`src/rtl/bshift_pipe_if.sv`:
```
// Operand-issue / result-return handshake bundle for the pipelined barrel shifter.
interface bshift_pipe_if #(
    parameter int unsigned WIDTH = 32
);
    localparam int unsigned SHW = $clog2(WIDTH);

    logic             in_valid;
    logic             in_ready;
    logic [WIDTH-1:0] a;
    logic [SHW-1:0]   b;
    logic             rotate;
    logic             left;
    logic             arith;
    logic             out_valid;
    logic             out_ready;
    logic [WIDTH-1:0] q;
    logic             ov;
    logic             z;
    logic             c;

    modport master (
        output in_valid, a, b, rotate, left, arith, out_ready,
        input  in_ready, out_valid, q, ov, z, c
    );

    modport slave (
        input  in_valid, a, b, rotate, left, arith, out_ready,
        output in_ready, out_valid, q, ov, z, c
    );
endinterface

```
`src/rtl/bshift_pipe.sv`:
```
// Three-stage barrel shifter: left ops are bit-reversed around a shared right rotator,
// then masked/filled; valid/ready flow control with collapsing bubbles.
module bshift_pipe #(
    parameter int unsigned WIDTH = 32,
    parameter int unsigned SHW   = $clog2(WIDTH)
) (
    input  logic         clk,
    input  logic         rst,
    bshift_pipe_if.slave bus
);
    localparam int unsigned     LO   = SHW / 2;
    localparam logic [WIDTH-1:0] ONES = '1;

    function automatic logic [WIDTH-1:0] bit_rev(input logic [WIDTH-1:0] x);
        logic [WIDTH-1:0] r;
        for (int i = 0; i < int'(WIDTH); i++) r[i] = x[int'(WIDTH) - 1 - i];
        return r;
    endfunction

    // Right-rotate through the mux levels top..bot only.
    function automatic logic [WIDTH-1:0] rot_right(input logic [WIDTH-1:0] x,
                                                   input logic [SHW-1:0]   amt,
                                                   input int               top,
                                                   input int               bot);
        logic [WIDTH-1:0] t;
        t = x;
        for (int k = int'(SHW) - 1; k >= 0; k--) begin
            if (k <= top && k >= bot && amt[k])
                t = (t >> (1 << k)) | (t << (int'(WIDTH) - (1 << k)));
        end
        return t;
    endfunction

    logic             v1, v2, v3;
    logic             adv1, adv2, adv3;
    logic             in_rdy;

    logic [WIDTH-1:0] x1, m1, x2, m2;
    logic [SHW-1:0]   amt1, amt2;
    logic             rot1, left1, sla1, fill1, msb1;
    logic             rot2, left2, sla2, fill2, msb2;

    logic [WIDTH-1:0] q_r;
    logic             ov_r, z_r, c_r;

    logic [WIDTH-1:0] s1_x, s1_mask, s2_x, s3_r, s3_sh, s3_res;
    logic             s1_fill, s1_sla, s3_ov, s3_c, s3_z;

    assign adv3   = bus.out_ready;
    assign adv2   = !v3 || adv3;
    assign adv1   = !v2 || adv2;
    assign in_rdy = !v1 || adv1;

    assign bus.in_ready  = in_rdy;
    assign bus.out_valid = v3;
    assign bus.q         = q_r;
    assign bus.ov        = ov_r;
    assign bus.z         = z_r;
    assign bus.c         = c_r;

    // S1: reverse for left ops; mask marks the top b positions of the rotated word.
    always_comb begin
        s1_x    = bus.left ? bit_rev(bus.a) : bus.a;
        s1_mask = ~(ONES >> bus.b);
        s1_fill = !bus.rotate && !bus.left && bus.arith && bus.a[WIDTH-1];
        s1_sla  = !bus.rotate && bus.left && bus.arith;
    end

    always_comb begin
        s2_x = rot_right(x1, amt1, int'(SHW) - 1, int'(LO));
    end

    // S3: bit 0 of the reversed word is the SLA sign slot; bits 1..b of the reversed
    // operand land in r[0] and the masked region, so ov/c read straight off r.
    always_comb begin
        s3_r  = rot_right(x2, amt2, int'(LO) - 1, 0);
        s3_sh = rot2 ? s3_r : ((s3_r & ~m2) | ({WIDTH{fill2}} & m2));
        if (sla2) s3_sh[0] = msb2;
        s3_res = left2 ? bit_rev(s3_sh) : s3_sh;
        s3_ov  = sla2 && (|((s3_r ^ {WIDTH{msb2}}) & (m2 | WIDTH'(1))));
        s3_c   = s3_r[WIDTH-1] & m2[WIDTH-1];
        s3_z   = (s3_res == '0);
    end

    always_ff @(posedge clk) begin
        if (rst) begin
            v1    <= 1'b0;
            v2    <= 1'b0;
            v3    <= 1'b0;
            x1    <= '0;
            m1    <= '0;
            amt1  <= '0;
            rot1  <= 1'b0;
            left1 <= 1'b0;
            sla1  <= 1'b0;
            fill1 <= 1'b0;
            msb1  <= 1'b0;
            x2    <= '0;
            m2    <= '0;
            amt2  <= '0;
            rot2  <= 1'b0;
            left2 <= 1'b0;
            sla2  <= 1'b0;
            fill2 <= 1'b0;
            msb2  <= 1'b0;
            q_r   <= '0;
            ov_r  <= 1'b0;
            z_r   <= 1'b0;
            c_r   <= 1'b0;
        end else begin
            if (in_rdy) v1 <= bus.in_valid;
            if (adv1)   v2 <= v1;
            if (adv2)   v3 <= v2;

            if (bus.in_valid && in_rdy) begin
                x1    <= s1_x;
                m1    <= s1_mask;
                amt1  <= bus.b;
                rot1  <= bus.rotate;
                left1 <= bus.left;
                sla1  <= s1_sla;
                fill1 <= s1_fill;
                msb1  <= bus.a[WIDTH-1];
            end

            if (v1 && adv1) begin
                x2    <= s2_x;
                m2    <= m1;
                amt2  <= amt1;
                rot2  <= rot1;
                left2 <= left1;
                sla2  <= sla1;
                fill2 <= fill1;
                msb2  <= msb1;
            end

            if (v2 && adv2) begin
                q_r  <= s3_res;
                ov_r <= s3_ov;
                z_r  <= s3_z;
                c_r  <= s3_c;
            end
        end
    end
endmodule
```
`src/flat_wrapper.sv`:
```
// flat-port wrapper written by rule: the top's interface ports become plain ports
module bshift_pipe_flat 
#(
    parameter int unsigned WIDTH = 32,
    parameter int unsigned SHW   = $clog2(WIDTH)
)
  (clk, rst, bus_in_valid, bus_a, bus_b, bus_rotate, bus_left, bus_arith, bus_out_ready, bus_in_ready, bus_out_valid, bus_q, bus_ov, bus_z, bus_c);
  bshift_pipe_if #(.WIDTH(WIDTH)) bus_i ();
  input  logic clk;
  input  logic rst;
  input wire logic [$bits(bus_i.in_valid)-1:0] bus_in_valid;
  input wire logic [$bits(bus_i.a)-1:0] bus_a;
  input wire logic [$bits(bus_i.b)-1:0] bus_b;
  input wire logic [$bits(bus_i.rotate)-1:0] bus_rotate;
  input wire logic [$bits(bus_i.left)-1:0] bus_left;
  input wire logic [$bits(bus_i.arith)-1:0] bus_arith;
  input wire logic [$bits(bus_i.out_ready)-1:0] bus_out_ready;
  output wire logic [$bits(bus_i.in_ready)-1:0] bus_in_ready;
  output wire logic [$bits(bus_i.out_valid)-1:0] bus_out_valid;
  output wire logic [$bits(bus_i.q)-1:0] bus_q;
  output wire logic [$bits(bus_i.ov)-1:0] bus_ov;
  output wire logic [$bits(bus_i.z)-1:0] bus_z;
  output wire logic [$bits(bus_i.c)-1:0] bus_c;
  assign bus_i.in_valid = bus_in_valid;
  assign bus_i.a = bus_a;
  assign bus_i.b = bus_b;
  assign bus_i.rotate = bus_rotate;
  assign bus_i.left = bus_left;
  assign bus_i.arith = bus_arith;
  assign bus_i.out_ready = bus_out_ready;
  assign bus_in_ready = bus_i.in_ready;
  assign bus_out_valid = bus_i.out_valid;
  assign bus_q = bus_i.q;
  assign bus_ov = bus_i.ov;
  assign bus_z = bus_i.z;
  assign bus_c = bus_i.c;
  bshift_pipe #(.WIDTH(WIDTH), .SHW(SHW)) u_core (.clk(clk), .rst(rst), .bus(bus_i));
endmodule
```
`config.mk`:
```
export PLATFORM = sky130hd
export DESIGN_NAME = bshift_pipe_flat
export DESIGN_NICKNAME = d
export VERILOG_FILES = /design/src/rtl/bshift_pipe_if.sv /design/src/rtl/bshift_pipe.sv /design/src/flat_wrapper.sv
export SDC_FILE = /design/constraint.sdc
export NUM_CORES = 1
export LEC_CHECK = 0
export ABC_AREA = 1
export BUFFER_PORTS_ARGS = -buffer_cell sky130_fd_sc_hd__buf_2
export CORE_ASPECT_RATIO = 1.1
export CORE_MARGIN = 2
export CORE_UTILIZATION = 50
export CTS_CLUSTER_DIAMETER = 150
export CTS_CLUSTER_SIZE = 40
export DETAILED_ROUTE_END_ITERATION = 7
export GPL_ROUTABILITY_DRIVEN = 0
export PLACE_DENSITY = 0.67
export REMOVE_ABC_BUFFERS = 1
export SETUP_SLACK_MARGIN = 0.5
export SYNTH_ARGS = -nofsm -noshare
export SYNTH_HDL_FRONTEND = slang
export SYNTH_SLANG_ARGS = --single-unit
export TNS_END_PERCENT = 5
```
`constraint.sdc`:
```
create_clock -name clk -period 2.67 [get_ports clk]
set_clock_uncertainty 0.2 [all_clocks]
set_input_delay 0.4005 -clock clk [delete_from_list [all_inputs] [get_ports clk]]
set_output_delay 0.4005 -clock clk [all_outputs]
set_load 0.01 [all_outputs]
```
==> flow_results.org, run 1 <==
** Clock network
- In this run, post-CTS hold repair placed 0 buffers.
- In this run the number of H-tree levels came out at 4.
- Clock tree from TritonCTS :: yes
- The tree built by TritonCTS fans out to between 150 and 200 sinks.
- Clock latency on the worst-skew pair, taken at its later pin, is about 0.44 ns.
- The clock passes through at most 2 buffers.
- Counting the buffers created by CTS gives 17.
- Setup Buffers After CTS :: 0
- Clock-pin slew on the worst setup and hold paths :: 0.07 ns
- The tree is rooted in a sky130_fd_sc_hd__clkbuf_16.

** Placed design
- Detailed Place HPWL :: between 20000 and 25000 um
- Including well taps, the total number of placed cells is 1830.
- Number of buffers inserted by port buffering :: 80

** Floorplan
- The die covers 21700 sq um.
- Die height :: 154 um
- Area of the core :: 20400 sq um
- Overall die width :: 141 um
- For this design the top-level I/O count stands at 81.
- For this configuration, the core starts out at a cell density of 0.505.
- Std cell rows :: 55

** Logic synthesis
- Avg Cell Area, Syn :: 6.52 sq um
- During synthesis, Yosys emitted a total of 0 warnings.
- Share of flip-flops with an asynchronous set or reset :: 0
- Number of cells produced by synthesis :: approximately 1600
- Number of distinct library cells after synthesis :: 35
- Most area-hungry cell type in the Yosys netlist :: sky130_fd_sc_hd__dfxtp_1
- The share of synthesized area in the top cell type comes to 0.350.
- Most area-consuming cells after synthesis :: sky130_fd_sc_hd__dfxtp_1, sky130_fd_sc_hd__nand2_1, sky130_fd_sc_hd__nand3_1
- Netlist area before placement :: 10300 sq um
- Most frequently used flop master after synthesis :: sky130_fd_sc_hd__dfxtp_1
- Of the synthesized area, sequential elements account for 0.350.
- Number of synthesized flops with an enable pin :: 0
- Synthesis inferred 180 register bits.

** Critical path
- Among all stages on the critical path, the largest delay is contributed by sky130_fd_sc_hd__dfxtp_2.
- Element type at the critical path start :: register
- The cell that appears most often on the critical path is sky130_fd_sc_hd__nand2_1.
- Of all nets on the critical path, the largest fanout is 26.
- STA classifies the critical path endpoint as a register.
- The critical path is of the register to register type.
- On the worst path, the slowest cell contributes a delay of 0.42 ns.
- STA puts the critical path data arrival time at 2.22 ns.
- The signal on the critical path passes through buf_12 -> nand3_2 -> nand3_1 -> nand3_1 -> nand2_1 -> nand2_1 -> nor2_1 -> nand2_1 -> nor2_1 -> nand2_1 -> a21oi_2.
- Data required time at the worst endpoint :: 2.84 ns

** Layout
- Diode count :: 0
- Share of final-layout standard cells stronger than drive strength 1 :: 0.155
- The top cell types in the final layout, fill and taps aside, are sky130_fd_sc_hd__nand2_1, sky130_fd_sc_hd__nand3_1, sky130_fd_sc_hd__dfxtp_1.
- Most common cell after layout, fill and taps aside :: sky130_fd_sc_hd__nand2_1
- After filler insertion, the fill cell instance count of the layout stands at 2029.
- Final non-filler cell total :: 1861
- Measured on the finished design, the core utilization comes to 0.560.
- From synthesis to final layout, the design area changed by 10.8%.
- Layout Nets :: 1637

** Pwr
- Across the VDD grid, the largest voltage drop is 431 uV.
- Power after layout :: between 7 and 8 mW
- In this run the power density over the cells is 622 nW/um^2.
- Static leakage :: around 5 nW

** STA
- Transition at the pin with the smallest max-transition slack :: slightly above 0.9 ns
- Subtracting the final worst setup slack from the clock period gives 2.05 ns.
- Setup repair after global routing missed its margin :: true
- Remaining max-slew budget at the tightest pin :: 0.384
- Timing-limited maximum frequency :: 487 MHz
- On the final layout, the worst hold slack is about 0.031 ns.
- Fin. max-slew vios :: 0
- Setup violations remaining at the end of the flow were counted as 0.
- Final Hold Violating Endpoints :: 0
- In the finished design, the share of the clock period the worst path needs comes to 0.769.

** Global route
- Total global routing track utilization :: 0.264
- Global route total overflow :: 0
- The first global-routing pass estimated between 40000 and 50000 um of wire.
- Initial antenna violation count :: 0
- The via count of the first global-routing pass came to 9108.
- Entering global routing, the biggest net connects 97 pins.

** Routing
- For this block, the via count after detailed routing is 10400.
- In the routed layout, each cell is associated on average with a via count of 5.61.
- Post-detailed-routing wire length :: ~29000 um
- DRC violation count after routing :: 0
- Per-cell routed wire length :: 15.4 um
- In this run, the number of DRC markers left after iteration 0 of detailed routing was 944.
- Count of nets left with antenna violations after detail routing :: 0
- Before antenna repair, the detailed router went through 5 iterations.

** Job
- Max-cap violations :: 0

** Outcome
- The flow ran to the end, and the final reports show no timing, DRC or antenna violations.

** Min path
- The min-delay analysis places its worst path in the category input pin to register.
## flip-flops by register name (all words and copies together), names as in the netlist, 2 cells and up
name,flops
u_core.x1,32
u_core.amt1,4
u_core.x2,32
u_core.m2,31
u_core.bus.q,32
u_core.amt2,2
u_core.m1,31
## path summary, 6_finish.rpt
| kind | slack (ns) | cells after the start | from | end |
|---|---|---|---|---|
| max reg2reg | 0.62 | 11 | u_core.amt2[0] | u_core.bus.z |
| max | 0.62 | 11 | u_core.amt2[0] | u_core.bus.z |
| min | 0.03 | 3 | bus_a[4] | u_core.x1[27] |
| min reg2reg | 0.26 | 2 | u_core.m1[13] | u_core.m1[13] |
## worst max-delay path, delay by kind of cell, from the launching register on
family                 cells  cell delay, ns
AND/OR/NAND/NOR            9            1.03
flip-flops                 1            0.42
AO/OA/AOI/OAI              1            0.10
buffers and inverters      1            0.24
## cell type report
cell class	count	area, sq um	area share
well taps	256	320	0.0281
inverters	71	282	0.0247
flip-flops and latches	180	3610	0.316
clock inverters	13	195	0.0171
multi-input cells	1215	5880	0.516
repair buffers	108	677	0.0594
clock buffers	18	439	0.0385
## per-layer routing
layer | track usage | vias up | routed length, um
met3 | 0.0325 | 47 | 1240
met5 | 0 | - | 0
met1 | 0.373 | 4803 | 13700
met4 | 0.0795 | 0 | 727
met2 | 0.423 | 280 | 13000
li1 | - | 5307 | -
## metrics by stage
step           TNS, ns  setup slack, ns  instance area [sq um]
6_report             0            0.617                  11400
3_3_place_gp         0            0.463                  10800
2_1_floorplan    -8.89           -0.323                   9750
3_5_place_dp         0            0.423                  10800
4_1_cts              0            0.517                  11400
5_1_grt              0            0.439                  11400
## what timing repair did
item                                    in CTS  in global routing
endpoints found under the setup margin       0                 17
hold endpoints to repair                     0                  0
resized for setup                            0                 10
## power breakdown
part	switching [mW]	leakage, nW	internal (mW)
sequential	0.165	1.48	2.85
combinational	0.885	3.29	0.456
clock	1.13	0.306	1.61
total	2.18	5.08	4.91
## cell families (layout without fill, tap and decap cells)
| kind of cell | after synthesis | count (layout) | synth area share |
|---|---|---|---|
| AO/OA/AOI/OAI | 280 | 280 | 0.157 |
| AND/OR/NAND/NOR | 935 | 935 | 0.414 |
| flip-flops | 180 | 180 | 0.350 |
| buffers and inverters | 183 | 210 | 0.0786 |
## synthesized netlist by cell type (2+ instances only)
cell type	n
sky130_fd_sc_hd__clkinv_1	3
sky130_fd_sc_hd__inv_2	4
sky130_fd_sc_hd__a31oi_1	68
sky130_fd_sc_hd__o22ai_1	8
sky130_fd_sc_hd__nor2_1	142
sky130_fd_sc_hd__nand2_4	6
sky130_fd_sc_hd__inv_1	62
sky130_fd_sc_hd__o21ai_0	89
sky130_fd_sc_hd__nand3_1	196
sky130_fd_sc_hd__nand2_1	500
sky130_fd_sc_hd__clkbuf_1	62
sky130_fd_sc_hd__o21ai_1	2
sky130_fd_sc_hd__a21oi_1	69
sky130_fd_sc_hd__buf_2	25
sky130_fd_sc_hd__o21ai_2	2
sky130_fd_sc_hd__nand2_2	26
sky130_fd_sc_hd__a211oi_1	2
sky130_fd_sc_hd__nand3_2	62
sky130_fd_sc_hd__buf_4	9
sky130_fd_sc_hd__dfxtp_1	180
sky130_fd_sc_hd__buf_1	10
sky130_fd_sc_hd__buf_6	5
sky130_fd_sc_hd__o211ai_1	34
Note: power is estimated with default switching activity, not from simulation.
==> run 2: changes to the inputs <==
--- a/config.mk
+++ b/config.mk
@@ -14,7 +14,7 @@
 export CTS_CLUSTER_SIZE = 40
 export DETAILED_ROUTE_END_ITERATION = 7
 export GPL_ROUTABILITY_DRIVEN = 0
-export PLACE_DENSITY = 0.67
+export PLACE_DENSITY = 0.7
 export REMOVE_ABC_BUFFERS = 1
 export SETUP_SLACK_MARGIN = 0.5
 export SYNTH_ARGS = -nofsm -noshare
==> constraint.sdc (replaced) <==
create_clock -name clk -period 1.7 [get_ports clk]
set_clock_uncertainty 0.2 [all_clocks]
set_input_delay 0.255 -clock clk [delete_from_list [all_inputs] [get_ports clk]]
set_output_delay 0.255 -clock clk [all_outputs]
set_load 0.01 [all_outputs]
==> flow_results.org, run 2 (same netlist as run 1, synthesis figures left out) <==
** Floorplan
- The initial core utilization is 0.505 (unchanged).
- Number of top-level design ports :: 81 (unchanged)
- The floorplan die width was 141 um (unchanged).
- Area of the core :: 20400 sq um (unchanged)
- The die footprint is 21700 sq um (unchanged).
- The number of placement rows came to 55 (unchanged).
- Die height :: 154 um (unchanged)

** Critical path
- Startpoint of the worst setup timing path :: u_core.amt2[1]
- The reg2reg setup slack came to -0.38 ns (-0.99 ns).
- The worst setup path is captured at a register.
- Reg2Reg Launch Point :: u_core.amt2[1]
- WP data arrival :: 2.19 ns (-0.03 ns)
- The most critical setup path has its endpoint at u_core.bus.ov.
- The highest net fanout along the worst path is 11 (-58%).
- Crit Reg-Reg Endpoint :: u_core.bus.ov
- STA classifies the critical path startpoint as a register.
- Data required time at the worst endpoint :: 1.82 ns (-1.02 ns)
- The critical path in this run is classified as register to register.
- Worst Reg-to-Reg Cells :: 13 (+2)

** Job
- Max-cap violations :: 0 (unchanged)

** STA
- The final total negative setup slack is -3.23 ns (-3.23 ns).
- Worst hold-check slack :: -0.0201 ns (-0.0514 ns)
- Setup repair after global routing could not meet its margin everywhere.
- Min Tclk post-route :: 2.08 ns (+0.0237 ns)
- The final-report max-slew violation count came to 0 (unchanged).
- The final clock period utilization by the worst path came to 1.22 (+0.453).
- Final Hold Violating Endpoints :: 2 (+2)
- The final setup violation count came to 45 (+45).
- Timing-limited maximum frequency :: 482 MHz (-1.1%)
- The transition time at the pin with the least slew margin is 0.517 ns (-0.406 ns).
- The worst slew slack as a fraction of its limit is 0.652 (+0.267).
- The worst setup margin is -0.376 ns (-0.994 ns).

** Routing
- The average wire per standard cell was 18.3 um (+19%).
- DRC violation count after routing :: 0 (unchanged)
- Count of nets left with antenna violations after detail routing :: 0 (unchanged)
- The final routed wirelength across all metal layers was 37900 um (+32%).
- The number of detailed-routing iterations run before antenna repair was 5 (unchanged).
- Overall via count from detail_route :: 12200 (+17%)
- The number of design-rule violations left by the first detailed-router iteration came to 1567 (+66%).
- The detail-routed via count per cell was 5.88 (+4.8%).

** Global route
- Maximum number of pins on one net before global-route repair :: 69 (-29%)
- The global-route congestion overflow total came to 0 (unchanged).
- Wire length of the first global-routing pass :: 54800 um (+18%)
- Met2 global-route usage :: 0.508 (+0.0850)
- Initial antenna violation count :: 1 (+1)
- The met1 usage is 0.409 (+0.0364).
- Met3 GRT Util :: 0.0508 (+0.0183)
- Total global routing track utilization :: 0.313 (+0.0489)
- Number of global-route vias before repair :: 10700 (+18%)
- GR peak layer :: met2

** Clock network
- The post-CTS clock slew at the launch and capture registers of the worst setup and hold paths was 0.07 ns (about the same).
- Clock tree from TritonCTS :: yes
- The H-tree depth was 4 (unchanged).
- Root Buffer Master :: sky130_fd_sc_hd__clkbuf_16
- Number of CTS-inserted buffers :: 17 (unchanged)
- Worst-Skew Late Latency :: 0.44 ns (about the same)
- The maximum clock path buffer count is 2 (unchanged).
- Total of hold buffers inserted after clock tree synthesis :: 42 (+42)
- The TritonCTS sink count was 180 (unchanged).

** Pwr
- Logic pwr share :: 0.278 (+0.089)
- Design internal power :: 8.26 mW (+68%)
- The peak supply drop is 748 uV (+74%).
- Clock group share of total power :: 0.331 (-0.055)
- Static leakage :: 6.72 nW (+32%)
- The switching portion of total power came to 0.328 (+0.0210).
- Switching power total :: 4.04 mW (+85%)
- Cell area power density :: 810 nW/um^2 (+30%)
- Sequential group share of total power :: 0.391 (-0.034)

** Layout
- Leaving out fill and tap cells, the most frequent cell in the layout is sky130_fd_sc_hd__nand2_1.
- Share of final-layout standard cells stronger than drive strength 1 :: 0.365 (+0.210)
- Filler Cells Inserted :: 1353 (-33%)
- Utilization after layout :: 0.745 (+0.186)
- Layout Nets :: 1845 (+13%)
- In the layout the commonest cells are sky130_fd_sc_hd__nand2_1, sky130_fd_sc_hd__nand3_1, sky130_fd_sc_hd__dfxtp_1.
- From synthesis to final layout, the design area changed by 47.6%.

** Placed design
- The detailed placement HPWL is 22400 um (+6.7%).
- Number of buffers inserted by port buffering :: 80 (unchanged)
- Placement-stage worst setup slack :: -0.382 ns (-0.805 ns)

** Outcome
- The flow ran to the end, but the final reports show violations.
- The checks that failed: hold timing, setup timing.

** Min path
- In this run the worst hold path is classified as input pin to register.
## run 2: changes by cell type in the layout (fill, tap and decap cells not counted), moves of 35 or more
cell	previous run	this run
sky130_fd_sc_hd__buf_4	22	131
sky130_fd_sc_hd__dfxtp_1	178	143
sky130_fd_sc_hd__buf_6	1	41
sky130_fd_sc_hd__nand2_2	26	108
sky130_fd_sc_hd__dlygate4sd3_1	0	42
sky130_fd_sc_hd__nand2_1	500	382
sky130_fd_sc_hd__nand3_1	196	152
## run 2: cell type report
type	count	area, sq um	area share
inverters	71	295	0.0194
multi-input cells	1216	7090	0.467
flip-flops and latches	180	3660	0.241
clock buffers	19	443	0.0292
repair buffers	315	3230	0.213
diodes	1	2.50	0.000165
clock inverters	13	149	0.00981
well taps	256	320	0.0211
## run 2: through the flow
stage | total power, mW | cells | cell area [sq um]
after floorplan | 6.19 | 1466 | 9750
after global placement | 7.29 | 1953 | 11900
after detailed placement | 7.33 | 1953 | 11900
after CTS | 11.9 | 2058 | 14500
after global routing | 12.7 | 2071 | 15200
final | 12.3 | 2071 | 15200
## run 2: worst min-delay path by stage
stage	from	end	cells after the start
5_1_grt	bus_b[0]	u_core.m1[19]	3
3_5_place_dp	u_core.m1[11]	u_core.m1[11]	2
3_3_place_gp	u_core.m1[2]	u_core.m1[2]	2
4_1_cts	bus_b[4]	u_core.m1[8]	3
2_1_floorplan	rst	u_core.bus.z	1
6_report	bus_b[0]	u_core.m1[19]	3
## run 2: power groups by stage
stage	registers [mW]	logic, mW	clock network [mW]
floorplan	4.81	1.38	0
global placement	4.81	2.48	0
detailed placement	4.81	2.52	0
CTS	4.77	3.05	4.05
global route	4.82	3.68	4.25
finish	4.81	3.42	4.06
## run 2: worst max-delay path: stages, from the launching register on
cell and delay, ns:
sky130_fd_sc_hd__dfxtp_4 0.41, sky130_fd_sc_hd__buf_8 0.17, sky130_fd_sc_hd__nand2_2 0.07, sky130_fd_sc_hd__buf_4 0.16, sky130_fd_sc_hd__nand3_4 0.10, sky130_fd_sc_hd__nand3_1 0.09
sky130_fd_sc_hd__nand2_1 0.09, sky130_fd_sc_hd__o21ai_1 0.11, sky130_fd_sc_hd__nor2_1 0.16, sky130_fd_sc_hd__nand2_1 0.11, sky130_fd_sc_hd__nor2_2 0.13, sky130_fd_sc_hd__nand2_1 0.06
sky130_fd_sc_hd__nand2_1 0.05, sky130_fd_sc_hd__a21oi_1 0.05
## run 2: metal layers
metal  vias to the layer above  routed length, um
li1                       5745                  -
met1                      5579              14900
met2                       673              17600
met3                       173               3380
met4                         0               2060
met5                         -                  0
## run 2: timing repair
item / CTS / global route
setup endpoints to repair: 216 / 216
buffers inserted: 22 / 4
resized for setup: 292 / 148
hold endpoints to repair: 48 / 1
pin swaps: 144 / 71
gates cloned: 9 / 8
==> run 3: changes to the inputs <==
--- a/config.mk
+++ b/config.mk
@@ -14,7 +14,7 @@
 export CTS_CLUSTER_SIZE = 40
 export DETAILED_ROUTE_END_ITERATION = 7
 export GPL_ROUTABILITY_DRIVEN = 0
-export PLACE_DENSITY = 0.7
+export PLACE_DENSITY = 0.67
 export REMOVE_ABC_BUFFERS = 1
 export SETUP_SLACK_MARGIN = 0.5
 export SYNTH_ARGS = -nofsm -noshare
==> constraint.sdc (replaced) <==
create_clock -name clk -period 2.2 [get_ports clk]
set_clock_uncertainty 0.2 [all_clocks]
set_input_delay 0.33 -clock clk [delete_from_list [all_inputs] [get_ports clk]]
set_output_delay 0.33 -clock clk [all_outputs]
set_load 0.01 [all_outputs]
==> flow_results.org, run 3 (same netlist as run 1, synthesis figures left out) <==
** Critical path
- The delay of the slowest critical-path stage was 0.39 ns (-0.02 ns).
- The slowest stage of the critical path is the sky130_fd_sc_hd__dfxtp_4 cell.
- Critical path capture point type :: register
- Classification of the worst setup path :: register to register
- The required time of the critical path was 2.28 ns (+0.46 ns).
- Worst-path maximum fanout :: 15 (+4)
- Cell chain of the critical path :: buf_12 -> nand2_2 -> nand3_2 -> nand2_1 -> nand2_1 -> nand3_1 -> nand2_1 -> nor2_2 -> nand2_1 -> nor2_1 -> nand2_1 -> nand2_1 -> a21oi_1
- Element type at the critical path start :: register
- The cell that appears most often on the critical path is sky130_fd_sc_hd__nand2_1.
- WP data arrival :: 2.02 ns (-0.17 ns)

** Layout
- Most common cell after layout, fill and taps aside :: sky130_fd_sc_hd__nand2_1
- Layout Nets :: 1706 (-7.5%)
- Filler Cells Inserted :: 1889 (+40%)
- The share of post-route cells with drive strength above 1 is 0.203 (-0.163).
- Area Growth Syn to Fin :: 21.6%
- Footprint of the multi-input gates :: 6120 sq um (-14%)
- Top library cells by usage in the layout, fill and taps aside :: sky130_fd_sc_hd__nand2_1, sky130_fd_sc_hd__nand3_1, sky130_fd_sc_hd__dfxtp_1
- Diode count :: 0 (-1)
- Utilization after layout :: 0.614 (-0.131)
- Area of all sequential standard cells :: 3610 sq um (-1.3%)

** Pwr
- The static leakage came to 5.60 nW (-17%).
- Maximum vdd drop :: 655 uV (-12%)
- Cell area power density :: 713 nW/um^2 (-12%)
- The total power after layout was 8.92 mW (-27%).

** Routing
- The via total after detailed routing came to 11000 (-10%).
- The detail-routed via count per cell is 5.67 (-3.5%).
- Pre-antenna DRT Iters :: 6 (+1)
- The final routed wirelength across all metal layers came to 31500 um (-17%).
- Count of nets left with antenna violations after detail routing :: 0 (unchanged)
- DR iter-0 viols :: 1085 (-31%)
- The average wire per standard cell was 16.3 um (-11%).
- DRC violation count after routing :: 0 (unchanged)

** STA
- Fin. max-slew vios :: 0 (unchanged)
- The achievable frequency was 516 MHz (+7.1%).
- Worst path setup slack after routing :: 0.261 ns (+0.637 ns)
- Min Tclk post-route :: 1.94 ns (-0.137 ns)
- Transition at the pin with the smallest max-transition slack :: 0.759 ns (+0.242 ns)
- Setup repair after global routing could not meet its margin everywhere.
- The worst slew slack as a fraction of its limit is 0.494 (-0.158).
- The final total negative setup slack was 0 ns (+3.23 ns).
- The final setup violation count came to 0 (-100%).
- The final clock period utilization by the worst path is 0.881 (-0.340).
- The count of final hold-check violations was 0 (-2).

** Clock network
- TritonCTS built the clock tree.
- The number of buffers created by CTS was 17 (unchanged).
- CTS Sinks :: 180 (unchanged)
- Clock buffer depth :: 2 (unchanged)
- Root Buffer Master :: sky130_fd_sc_hd__clkbuf_16
- The post-CTS clock slew at the launch and capture registers of the worst setup and hold paths came to 0.07 ns (about the same).
- The H-tree depth is 4 (unchanged).
- The latest clock arrival within the worst-skew pair came to 0.44 ns (about the same).

** Global route
- Wire length of the first global-routing pass :: 49300 um (-10%)
- The global-route congestion overflow total is 0 (unchanged).
- The via count of the first global-routing pass is 9699 (-9.6%).
- Total global routing track utilization :: 0.280 (-0.0325)
- Initial antenna violation count :: 0 (-1)
- Maximum number of pins on one net before global-route repair :: 74 (+7.2%)

** Floorplan
- The core area came to 20400 sq um (unchanged).
- The number of placement rows came to 55 (unchanged).
- Initial core utilization :: 0.505 (unchanged)
- The floorplan die width was 141 um (unchanged).
- The die footprint is 21700 sq um (unchanged).
- The I/O pin total is 81 (unchanged).
- Die height :: 154 um (unchanged)

** Min path
- The tightest min-delay check is of the input pin to register type.

** Placed design
- Placement-stage worst setup slack :: 0.0299 ns (+0.412 ns)
- Number of buffers inserted by port buffering :: 80 (unchanged)
- Detailed Place HPWL :: 21500 um (-4.0%)

** Outcome
- Run status :: complete, no violations

** Job
- Max-cap violations :: 0 (unchanged)
-- run 3: stage by stage --
step	hold slack, ns	area (sq um)	cells
after floorplan	0.192	9750	1466
after global placement	0.249	11000	1850
after detailed placement	0.251	11000	1850
after CTS	0.0134	12100	1919
after global routing	0.0321	12500	1931
final	0.0187	12500	1931
-- run 3: critical path: cells and delay by family (launching register included) --
family / cells / cell delay, ns
AOI/OAI and AO/OA: 1 / 0.06
buffers and inverters: 1 / 0.17
DFF: 1 / 0.39
and+or+nand+nor: 11 / 0.98
-- run 3: path summary, 6_finish.rpt --
check                 start       endpoint  slack, ns  cells after the start
max          u_core.amt2[1]  u_core.bus.ov       0.26                     13
min               bus_arith    u_core.sla1       0.02                      5
max reg2reg  u_core.amt2[1]  u_core.bus.ov       0.26                     13
min reg2reg   u_core.m1[31]  u_core.m2[31]       0.26                      2
-- run 3: repair_timing --
| item | CTS | global route |
|---|---|---|
| gates cloned | 1 | 5 |
| endpoints found under the setup margin | 102 | 133 |
| resized for setup | 27 | 60 |
| endpoints found under the hold margin | 37 | 0 |
| pin swaps | 3 | 17 |
| hold buffers | 35 | 0 |
| buffers inserted | 1 | 7 |
-- run 3: routing by layer --
metal / vias to the layer above / wire length (um) / track usage
met4: 0 / 946 / 0.116
li1: 5449 / - / -
met2: 386 / 14600 / 0.445
met5: - / 0 / 0
met3: 58 / 1920 / 0.0334
met1: 5060 / 14100 / 0.387
-- run 3: report_power, final --
part	internal [mW]	total [mW]	switching, mW
clock network	1.99	3.35	1.37
logic	0.720	1.90	1.18
registers	3.46	3.66	0.203
total	6.17	8.92	2.75
-- run 3: cell type report --
class / count / share of cell area
clock buffer: 19 / 0.0362
timing repair buffer: 177 / 0.122
inverter: 71 / 0.0227
sequential: 180 / 0.289
tap: 256 / 0.0256
clock inverter: 13 / 0.0156
multi-input combinational: 1215 / 0.489
